==> src/rtl/sram_ctrl_pkg.sv <==
// Shared types and defaults for the SRAM load sequencer.
// Holds the FSM state encoding and parameter defaults.
package sram_ctrl_pkg;

  typedef enum logic [3:0] {
    START_IDLE,
    LOAD_IMAGE,
    WAIT_IMAGE,
    DONE_IMAGE,
    COEF_IDLE,
    LOAD_COEF,
    WAIT_COEF,
    COEF_DONE,
    ERROR
  } state_t;

  localparam int DEF_NUM_CH  = 4;
  localparam int DEF_TIMEOUT = 1024;
  localparam int DEF_CNT_W   = 16;

  function automatic int sel_w(input int n);
    return (n > 1) ? $clog2(n) : 1;
  endfunction

endpackage

==> src/rtl/rr_arbiter.sv <==
// Round-robin pick: lowest requesting index at or above ptr,
// wrapping to index 0 when nothing above ptr requests.
module rr_arbiter
  import sram_ctrl_pkg::*;
#(
  parameter int NUM_CH = DEF_NUM_CH
) (
  input  logic [NUM_CH-1:0]        req,
  input  logic [sel_w(NUM_CH)-1:0] ptr,
  output logic [sel_w(NUM_CH)-1:0] idx,
  output logic                     valid
);

  localparam int SW = sel_w(NUM_CH);

  always_comb begin
    idx   = '0;
    valid = 1'b0;
    for (int j = 0; j < NUM_CH; j++) begin
      if (!valid && req[j] && (j >= int'(ptr))) begin
        valid = 1'b1;
        idx   = SW'(j);
      end
    end
    // second pass covers the wrap below ptr
    for (int j = 0; j < NUM_CH; j++) begin
      if (!valid && req[j]) begin
        valid = 1'b1;
        idx   = SW'(j);
      end
    end
  end

endmodule

==> src/rtl/sram_load_sequencer.sv <==
// Sequences one image load then round-robin coefficient loads
// through a shared SRAM port, with a WAIT-state timeout.
module sram_load_sequencer
  import sram_ctrl_pkg::*;
#(
  parameter int NUM_CH  = DEF_NUM_CH,
  parameter int TIMEOUT = DEF_TIMEOUT,
  parameter int CNT_W   = DEF_CNT_W
) (
  input  logic                     clk,
  input  logic                     n_rst,
  input  logic                     start_detecting,
  input  logic [NUM_CH-1:0]        request_coef,
  input  logic                     done_processing,
  input  logic                     sram_done,
  input  logic                     clear_err,
  output logic                     start_sram,
  output logic                     n_coef_image,
  output logic [sel_w(NUM_CH)-1:0] coef_sel,
  output logic [NUM_CH-1:0]        coef_grant,
  output logic                     image_weights_loaded,
  output logic                     busy,
  output logic                     timeout_err,
  output logic [CNT_W-1:0]         load_count
);

  localparam int SW = sel_w(NUM_CH);
  localparam int TW = $clog2(TIMEOUT + 1);

  state_t          state;
  state_t          state_nx;
  logic [SW-1:0]   rr_ptr;
  logic [SW-1:0]   arb_idx;
  logic            arb_valid;
  logic [TW-1:0]   timer;
  logic            in_wait;
  logic            tmo;

  rr_arbiter #(
    .NUM_CH(NUM_CH)
  ) u_arb (
    .req  (request_coef),
    .ptr  (rr_ptr),
    .idx  (arb_idx),
    .valid(arb_valid)
  );

  assign in_wait = (state == WAIT_IMAGE) || (state == WAIT_COEF);
  // sram_done on the last allowed cycle still completes
  assign tmo = (timer == TW'(TIMEOUT - 1)) && !sram_done;

  always_comb begin
    state_nx             = state;
    start_sram           = 1'b0;
    n_coef_image         = 1'b0;
    coef_grant           = '0;
    image_weights_loaded = 1'b0;
    busy                 = 1'b0;
    timeout_err          = 1'b0;
    unique case (state)
      START_IDLE: begin
        if (start_detecting) state_nx = LOAD_IMAGE;
      end
      LOAD_IMAGE: begin
        start_sram   = 1'b1;
        n_coef_image = 1'b1;
        busy         = 1'b1;
        state_nx     = WAIT_IMAGE;
      end
      WAIT_IMAGE: begin
        n_coef_image = 1'b1;
        busy         = 1'b1;
        if (sram_done) state_nx = DONE_IMAGE;
        else if (tmo)  state_nx = ERROR;
      end
      DONE_IMAGE: begin
        busy                 = 1'b1;
        image_weights_loaded = 1'b1;
        state_nx             = COEF_IDLE;
      end
      COEF_IDLE: begin
        if (arb_valid)            state_nx = LOAD_COEF;
        else if (done_processing) state_nx = START_IDLE;
      end
      LOAD_COEF: begin
        start_sram = 1'b1;
        busy       = 1'b1;
        state_nx   = WAIT_COEF;
      end
      WAIT_COEF: begin
        busy = 1'b1;
        if (sram_done) state_nx = COEF_DONE;
        else if (tmo)  state_nx = ERROR;
      end
      COEF_DONE: begin
        busy                 = 1'b1;
        image_weights_loaded = 1'b1;
        coef_grant           = NUM_CH'(1) << coef_sel;
        state_nx             = COEF_IDLE;
      end
      ERROR: begin
        timeout_err = 1'b1;
        if (clear_err) state_nx = START_IDLE;
      end
      default: state_nx = START_IDLE;
    endcase
  end

  always_ff @(posedge clk or negedge n_rst) begin
    if (!n_rst) begin
      state <= START_IDLE;
      timer <= '0;
    end else begin
      state <= state_nx;
      if ((state == LOAD_IMAGE) || (state == LOAD_COEF))
        timer <= '0;
      else if (in_wait)
        timer <= timer + 1'b1;
    end
  end

  always_ff @(posedge clk or negedge n_rst) begin
    if (!n_rst) begin
      load_count <= '0;
    end else if ((state == START_IDLE) && start_detecting) begin
      load_count <= '0;
    end else if ((state == DONE_IMAGE) || (state == COEF_DONE)) begin
      if (load_count != '1) load_count <= load_count + 1'b1;
    end
  end

  always_ff @(posedge clk or negedge n_rst) begin
    if (!n_rst) begin
      coef_sel <= '0;
      rr_ptr   <= '0;
    end else begin
      if ((state == COEF_IDLE) && arb_valid)
        coef_sel <= arb_idx;
      if (state == COEF_DONE)
        rr_ptr <= (coef_sel == SW'(NUM_CH - 1)) ? '0 : coef_sel + 1'b1;
    end
  end

endmodule
==> config.mk <==
export PLATFORM = sky130hd
export DESIGN_NAME = sram_load_sequencer
export DESIGN_NICKNAME = d
export VERILOG_FILES = /design/src/rtl/sram_ctrl_pkg.sv /design/src/rtl/rr_arbiter.sv /design/src/rtl/sram_load_sequencer.sv
export SDC_FILE = /design/constraint.sdc
export NUM_CORES = 1
export LEC_CHECK = 0
export ABC_CLOCK_PERIOD_IN_PS = 3480
export BUFFER_PORTS_ARGS = -buffer_cell sky130_fd_sc_hd__buf_2
export CAP_MARGIN = 20
export CORE_MARGIN = 5
export CORE_UTILIZATION = 25
export DETAILED_ROUTE_END_ITERATION = 10
export PLACE_DENSITY = 0.46
export RECOVER_POWER = 100
export SKIP_CTS_REPAIR_TIMING = 1
export SLEW_MARGIN = 20
export SYNTH_ARGS = -nofsm -noshare
export SYNTH_HDL_FRONTEND = slang
export SYNTH_SLANG_ARGS = --single-unit
==> constraint.sdc <==
create_clock -name clk -period 3.48 [get_ports clk]
set_input_delay 0.348 -clock clk [delete_from_list [all_inputs] [get_ports clk]]
set_output_delay 0.348 -clock clk [all_outputs]
set_load 0.05 [all_outputs]
**After elaboration in Yosys (flattened, before gate mapping)**

Index checks and enable logic that the tools add are counted.

- Mux-type cells: 35
- Equality and inequality tests: 14
- $lt $le $gt $ge: 3
- Shift-type cells: 1
- $add $sub $neg: 3
- Reduce and logical (&&, ||, !) cells: 34

Operator list:

| kind | number |
|---|---|
| $mux W16 | 3 |
| $mux W4 | 8 |
| $pmux W4 S8 | 1 |
| $mux W11 | 2 |
| $add A16 B1 Y16 const B | 1 |
| $eq A4 B3 Y1 const B | 4 |
| $ne A16 B16 Y1 const B | 1 |
| $mux W1 | 14 |
| $mux W2 | 7 |
| $logic_and A1 B1 Y1 | 13 |
| $add A11 B1 Y11 const B | 1 |
| $eq A11 B10 Y1 const B | 1 |
| $eq A4 B2 Y1 const B | 2 |
| $logic_not A1 Y1 | 8 |
| $reduce_bool A2 Y1 | 3 |
| $reduce_or A2 Y1 | 3 |
| $reduce_or A6 Y1 | 1 |
| $eq A4 B1 Y1 const B | 1 |
| $eq A4 B4 Y1 const B | 1 |
| $ge A1 B2 Y1 const A | 2 |
| $logic_not A4 Y1 | 1 |
| $ne A2 B2 Y1 const B | 2 |
| $shl A1 B2 Y4 const A | 1 |
| $logic_or A1 B1 Y1 | 3 |
| other kinds (6) | 6 |

- Flip-flop bits (word level): 35
- Output and inout port bits: 27
- Input bits: 10

**Longest topological paths before layout**

Gate-level depths: netlist (run 1).

- Depth after elaboration: 28
- Depth in mapped cells: 6
- Gate-level depth less buffers: 5

**Modules after synthesis**

From an unflattened synthesis (run 1), not the netlist that was laid out.

- Cell total of the unflattened synthesis: 238
- Area, all modules: 2105.8 µm²

By module, submodules not included:

| module | cells each | area an instance (µm²) | instances | sequential area each (µm²) |
|---|---|---|---|---|
| sram_load_sequencer | 226 | 2031.9 | 1 | 875.8 |
| rr_arbiter | 12 | 73.8 | 1 | 0.0 |

**Worst setup path before layout (run 1)**

OpenSTA, ideal clock, no wires.

- Kind: reg-to-output
- Start point: register state[0]
- End point: output n_coef_image
- Setup slack: 1116 ps
- Data required time: 3132 ps
- Cell stages (with the launch flop): 4
- Arrival time: 2016 ps
- Path through: dfrtp_1 buf_2 xor2_1 nor3b_1

- Word-level cells in the longest chain between the ends: 3

Ends and longest elaborated chain:

| element | RTL line | RTL |
|---|---|---|
| from (decl) | sram_load_sequencer.sv:30 | `state_t state;` |
| from (signal assigned) | sram_load_sequencer.sv:114 | `state <= state_nx;` |
| $eq A4 B2 Y1 or $eq A4 B1 Y1 (tied branches) | sram_load_sequencer.sv:60 | `unique case (state)` |
| $reduce_or A2 Y1 (no source line) (*) | - |  |
| $mux W1 (*) | sram_load_sequencer.sv:60 |  |
| to (decl) | sram_load_sequencer.sv:18 | `output logic n_coef_image,` |

Every way passes the cells marked *; elsewhere a longest branch is shown, timed or not.

**Final worst setup path (run 1)**

- Start point: register state[0]
- End point: output coef_grant[0]

- Word-level cells in the longest chain between the ends: 2

Ends and longest elaborated chain:

| element | RTL line | RTL |
|---|---|---|
| $eq A4 B3 Y1 | sram_load_sequencer.sv:60 |  |
| $mux W4 | sram_load_sequencer.sv:60 |  |
| to (decl) | sram_load_sequencer.sv:20 | `output logic [NUM_CH-1:0] coef_grant,` |

No other way between the ends.

==> flow_summary.ini, run 1 <==
[synthesis]
ys_types = 46
yosysSeqAreaShare_pct = 41.5
synth_edf_count = 0
syn-num-nets = 256
avgSynthCellArea_um2 = 8.80
yosys_warnings = 0
yosysTopAreaCell = dfrtp_1
synth_common_cells = dfrtp_1, nand2_1, a21oi_1
ys.flop_type = dfrtp_1
synth.area.top_cells = dfrtp_1, nand2_1, a21oi_1
synth.most_common_cell = dfrtp_1
synth_top_cell_area_share_pct = 41.5
syn_inst = 240
synth-async-reset-ratio_pct = 100
synth_area_um2 = 2110
yosys_register_bits = 35

[clock_network]
cts-htree-levels = 2
cts_tree = yes
path_clk_slew_ns = 0.07
clock_sinks = 35
clk_latency_ns = 0.29
root_buffer = clkbuf_8
numCtsBuffers = 5
clk_path_buf_depth = 2

[setup_path]
r2r_start = state[0]
startpoint = state[0]
end_kind = output port
crit_required_ns = 3.13
critPathLaunchType = register
critPathMaxFanout = 22
crit_type = register to output port
cp.arrival_ns = 2.27

[placement]
gp_congestion = 0.730
io_buffers = 36
place_hpwl_mm = 3.89

[drt]
firstDrtPassIters = 4
final_antenna_net_count = 0
wl_mm = 5.48
vias = 1907
vias_per_cell = 5.03
drtIter0Drc = 86
route.detailed.drc = 0
wl_per_cell_um = 14.4

[die]
start_util_pct = 25.7
core-area_um2 = 8220
ios = 37
die_y_um = 102
die_x_um = 102
fp-row-count = 33
die_area_um2 = 10400

[sta]
final.setup.tns_ns = 0
maxSlewHeadroom_pct = -35.5
fin_skew_ns = 0.00878
rsz0062_at_grt = false
finalHoldViolCount = 0
finalSetupViolations = 0
period_minus_slack_ns = 2.62
period_share_pct = 75.3
slew_violations = 36
max_freq_mhz = 381
tightest_slew_ns = 2.03

[run_status]
status = finished with violations
violations = max-capacitance violations, max-slew violations

[final_layout]
final_nets = 290
area_growth_pct = 14.5
layout-drive-gt1-share_pct = 6.20
final_util_pct = 29.4
antenna_cells_inserted = 0
nFillCells = 893

[global_routing]
grt-ovfl-total = 0
grt_usage_pct = 10.7
grt_pass1_vias = 1757
grt_max_degree = 36
grt_pass1_wl_mm = 8.84
antenna_found_initial = 0

[run]
max_cap_viol_count = 1

[hold_path]
worst_hold_path_type = primary input to register
min_from = clear_err

[power_and_ir_drop]
leakagePower_nw = 0.983
power.density_nw_per_um2 = 822
ir_drop_mv = 0.244
## final timing paths
path | end | slack, ns | cells after the start
min in group asynchronous | load_count[12] | 0.63 | 1
worst max-delay path | coef_grant[0] | 0.86 | 4
worst max register to register | load_count[13] | 1.11 | 4
worst min register to register | load_count[8] | 0.53 | 1
worst min-delay path | state[3] | 0.37 | 4
max in group asynchronous | rr_ptr[1] | 1.68 | 1
## flip-flops by register name (all words and copies together) (netlist names)
name	cells
load_count	16
timer	11
state	4
coef_sel	2
rr_ptr	2
## cells by family (layout without fill, tap and decap cells)
kind of cell | after synthesis | in the layout | synth area share [%]
muxes | 10 | 10 | 4.80
adders and majority gates | 6 | 6 | 3.55
DFF | 35 | 35 | 41.5
buffers and inverters | 16 | 50 | 3.26
AOI/OAI and AO/OA | 62 | 62 | 17.5
and+or+nand+nor | 107 | 107 | 27.7
xor gates and xnor gates | 4 | 4 | 1.66
## where the power goes
group,switching (mW),total [mW],internal (mW),leakage (nW)
Clock,0.149,0.305,0.155,0.0470
Sequential,0.237,0.769,0.532,0.462
Combinational,0.684,0.914,0.230,0.474
Total,1.07,1.99,0.917,0.983
## routing by layer
| layer | up-vias | GRT usage (%) | wire length [µm] |
|---|---|---|---|
| li1 | 957 | - | - |
| met1 | 894 | 14.5 | 2640 |
| met2 | 49 | 16.8 | 2440 |
| met3 | 7 | 2.80 | 318 |
| met4 | 0 | 3.13 | 69 |
| met5 | - | 0 | 0 |
## per-stage QoR
| stage | cells | power, mW | setup slack (ns) | hold slack [ns] | instance area (µm²) |
|---|---|---|---|---|---|
| floorplan | 240 | 1.49 | 1.12 | 0.0524 | 2110 |
| global placement | 372 | 1.74 | 1.33 | 0.501 | 2380 |
| detailed placement | 372 | 1.74 | 1.29 | 0.510 | 2380 |
| CTS | 379 | 2.05 | 1.11 | 0.196 | 2470 |
| global route | 379 | 2.13 | 0.711 | 0.428 | 2420 |
| finish | 379 | 1.99 | 0.858 | 0.375 | 2420 |
## cell usage in the layout, fill, tap and decap left out, drive strengths merged, types with 7 or more instances in the layout
| cell | n |
|---|---|
| dfrtp | 35 |
| nand2 | 34 |
| clkbuf | 34 |
| a21oi | 22 |
| o21ai | 18 |
| nor2 | 11 |
| mux2i | 9 |
| and3 | 8 |
| or3 | 8 |
| buf | 8 |
| nor4 | 7 |
## worst max-delay path: stages, from the launching register on
cell and delay, ns:
dfrtp_1 0.77, nand3b_1 0.30, clkinv_1 0.26, and3_1 0.18
clkbuf_1 0.47
## area by class of cell
class / count / area (µm²) / area share, %
Clock buffer: 6 / 82.6 / 3.42
Clock inverter: 1 / 5.00 / 0.207
Tap cell: 105 / 131 / 5.43
Timing Repair Buffer: 36 / 145 / 6.00
Multi-Input combinational cell: 189 / 1150 / 47.6
Inverter: 7 / 26.3 / 1.09
Sequential cell: 35 / 876 / 36.2
Power figures use the tool's default switching activity.
==> run 2: changes to the inputs <==
--- a/config.mk
+++ b/config.mk
@@ -5,7 +5,8 @@
 export SDC_FILE = /design/constraint.sdc
 export NUM_CORES = 1
 export LEC_CHECK = 0
-export ABC_CLOCK_PERIOD_IN_PS = 3480
+export ABC_AREA = 1
+export ABC_CLOCK_PERIOD_IN_PS = 2470
 export BUFFER_PORTS_ARGS = -buffer_cell sky130_fd_sc_hd__buf_2
 export CAP_MARGIN = 20
 export CORE_MARGIN = 5
==> constraint.sdc (replaced) <==
create_clock -name clk -period 2.47 [get_ports clk]
set_input_delay 0.247 -clock clk [delete_from_list [all_inputs] [get_ports clk]]
set_output_delay 0.247 -clock clk [all_outputs]
set_load 0.05 [all_outputs]
==> run 2 against run 1 <==
Compared with the run above:
- sequential power grew 9.8%
- critical path depth increased by 2
- via count up 9.5%
- largest power group unchanged
- clock skew grew 0.0036 ns
- critical endpoint is now n_coef_image
- synthesized cell count grew 37%
- largest cell class unchanged
- register-to-register slack worse by 0.65 ns
- the flow still finishes with violations (max-capacitance violations, max-slew violations)
- die area increased by 7.5%
==> flow_summary.ini, run 2 <==
[placement]
place_ws_ns = 0.572
gp_congestion = 0.754
place_hpwl_mm = 4.25
io_buffers = 36

[final_layout]
top_register = load_count
area_growth_pct = 15.3
top_regs = load_count (16), timer (11), state (4)
multiInputGateArea_um2 = 1190
antenna_cells_inserted = 0
largest_reg_flops = 16
layout-drive-gt1-share_pct = 8.11
nFillCells = 1013
final_nets = 385
final_common_cell = nand2_1
register_area_um2 = 876
most-common-layout-cells = nand2_1, inv_1, nor2_1, dfrtp_1, nand3_1

[sta]
period_share_pct = 88.4
finalHoldViolCount = 0
rsz0062_at_grt = false
layout_setup_ws_ns = 0.286
slew_violations = 36
period_minus_slack_ns = 2.18
finalSetupViolations = 0
final.setup.tns_ns = 0
fin_skew_ns = 0.0124
maxSlewHeadroom_pct = -33.8
tightest_slew_ns = 2.01
max_freq_mhz = 458

[power_and_ir_drop]
ir_drop_mv = 0.467
power.density_nw_per_um2 = 935
total_power_mw = 2.47
leakagePower_nw = 1.29

[setup_path]
crit_type = register to output port
rrSetupSlack_ns = 0.46
critPathMaxFanout = 9
crit_required_ns = 2.22
critPathLaunchType = register
cp.arrival_ns = 1.94
end_kind = output port

[drt]
firstDrtPassIters = 4
vias_per_cell = 4.34
route.detailed.drc = 0
final_antenna_net_count = 0
drtIter0Drc = 101
wl_per_cell_um = 11.9
vias = 2088
wl_mm = 5.72

[clock_network]
path_clk_slew_ns = 0.08
numCtsBuffers = 5
cts_tree = yes
cts-htree-levels = 2
clk_path_buf_depth = 2
clock_sinks = 35
clk_latency_ns = 0.29
root_buffer = clkbuf_8

[global_routing]
antenna_found_initial = 0
grt-ovfl-total = 0
grt_usage_pct = 10.6
grt_pass1_wl_mm = 9.73
grt_pass1_vias = 2053
grt_max_degree = 36

[die]
die_area_um2 = 11200
die_x_um = 106
fp-row-count = 35
ios = 37
die_y_um = 106
start_util_pct = 25.2
core-area_um2 = 9060

[synthesis]
avgSynthCellArea_um2 = 6.98
synth.area.top_cells = dfrtp_1, nand2_1, inv_1
synth_common_cells = nand2_1, inv_1, nor2_1
syn_inst = 328
ys.flop_type = dfrtp_1
yosysSeqAreaShare_pct = 38.3
synth_top_cell_area_share_pct = 38.3
yosys_register_bits = 35
yosys_warnings = 0
synth.most_common_cell = nand2_1
synth_area_um2 = 2290
yosysTopAreaCell = dfrtp_1
synth_edf_count = 0
syn-num-nets = 344
ys_types = 30
synth-async-reset-ratio_pct = 100

[hold_path]
worst_hold_path_type = primary input to register

[run_status]
status = finished with violations
violations = max-capacitance violations, max-slew violations

[run]
max_cap_viol_count = 1
==> run 2: layer usage <==
metal	up-vias	global-route usage, %	share of wire (%)
met5	-	0	0
met4	0	2.78	0.89
met3	6	2.39	3.8
met2	29	17.8	46
met1	932	13.9	49
li1	1121	-	-
==> run 2: stage by stage <==
stage / utilization (%) / area (µm²) / hold slack [ns] / instances
after detailed placement: 28.6 / 2590 / 0.407 / 473
after CTS: 29.7 / 2690 / 0.0878 / 481
after global routing: 29.1 / 2640 / 0.293 / 481
after floorplan: - / 2290 / -0.0486 / 328
final: 29.1 / 2640 / 0.259 / 481
after global placement: 28.6 / 2590 / 0.405 / 473
==> run 2: final timing paths <==
kind	from	end	depth (start not counted)
setup / recovery	state[3]	n_coef_image	6
setup reg to reg	load_count[0]	load_count[6]	10
max in group asynchronous	n_rst	load_count[1]	1
hold reg to reg	timer[6]	timer[6]	2
min in group asynchronous	n_rst	rr_ptr[0]	1
hold / removal	clear_err	state[3]	4
==> run 2: critical path, cell delays in order (launching register included) <==
cell and delay [ns]:
dfrtp_1 0.42, inv_1 0.16, nand3_1 0.18, nand2_1 0.28, inv_1 0.16, nor2_1 0.15, clkbuf_2 0.30
==> run 2: cells by family (layout without fill, tap and decap cells) <==
group                      count (synthesis)  in the layout  synth area share (%)
DFF                                       35             35                  38.3
adders and majority gates                  6              6                  3.28
buffers and inverters                     50             92                  8.86
AOI/OAI and AO/OA                         35             35                  9.24
and+or+nand+nor                          192            192                  36.5
xor gates and xnor gates                  10             10                  3.83
==> run 2: power by group <==
group / switching [mW] / total (mW) / leakage [nW] / internal [mW]
Clock: 0.219 / 0.474 / 0.0515 / 0.255
Sequential: 0.153 / 0.844 / 0.466 / 0.691
Combinational: 0.870 / 1.15 / 0.773 / 0.280
==> run 2: cell type report <==
| type | count | area share [%] |
|---|---|---|
| clock buffer | 8 | 3.80 |
| inverter | 47 | 6.69 |
| multi-input combinational | 243 | 45.0 |
| sequential | 35 | 33.2 |
| tap | 111 | 5.27 |
| timing repair buffer | 37 | 6.02 |
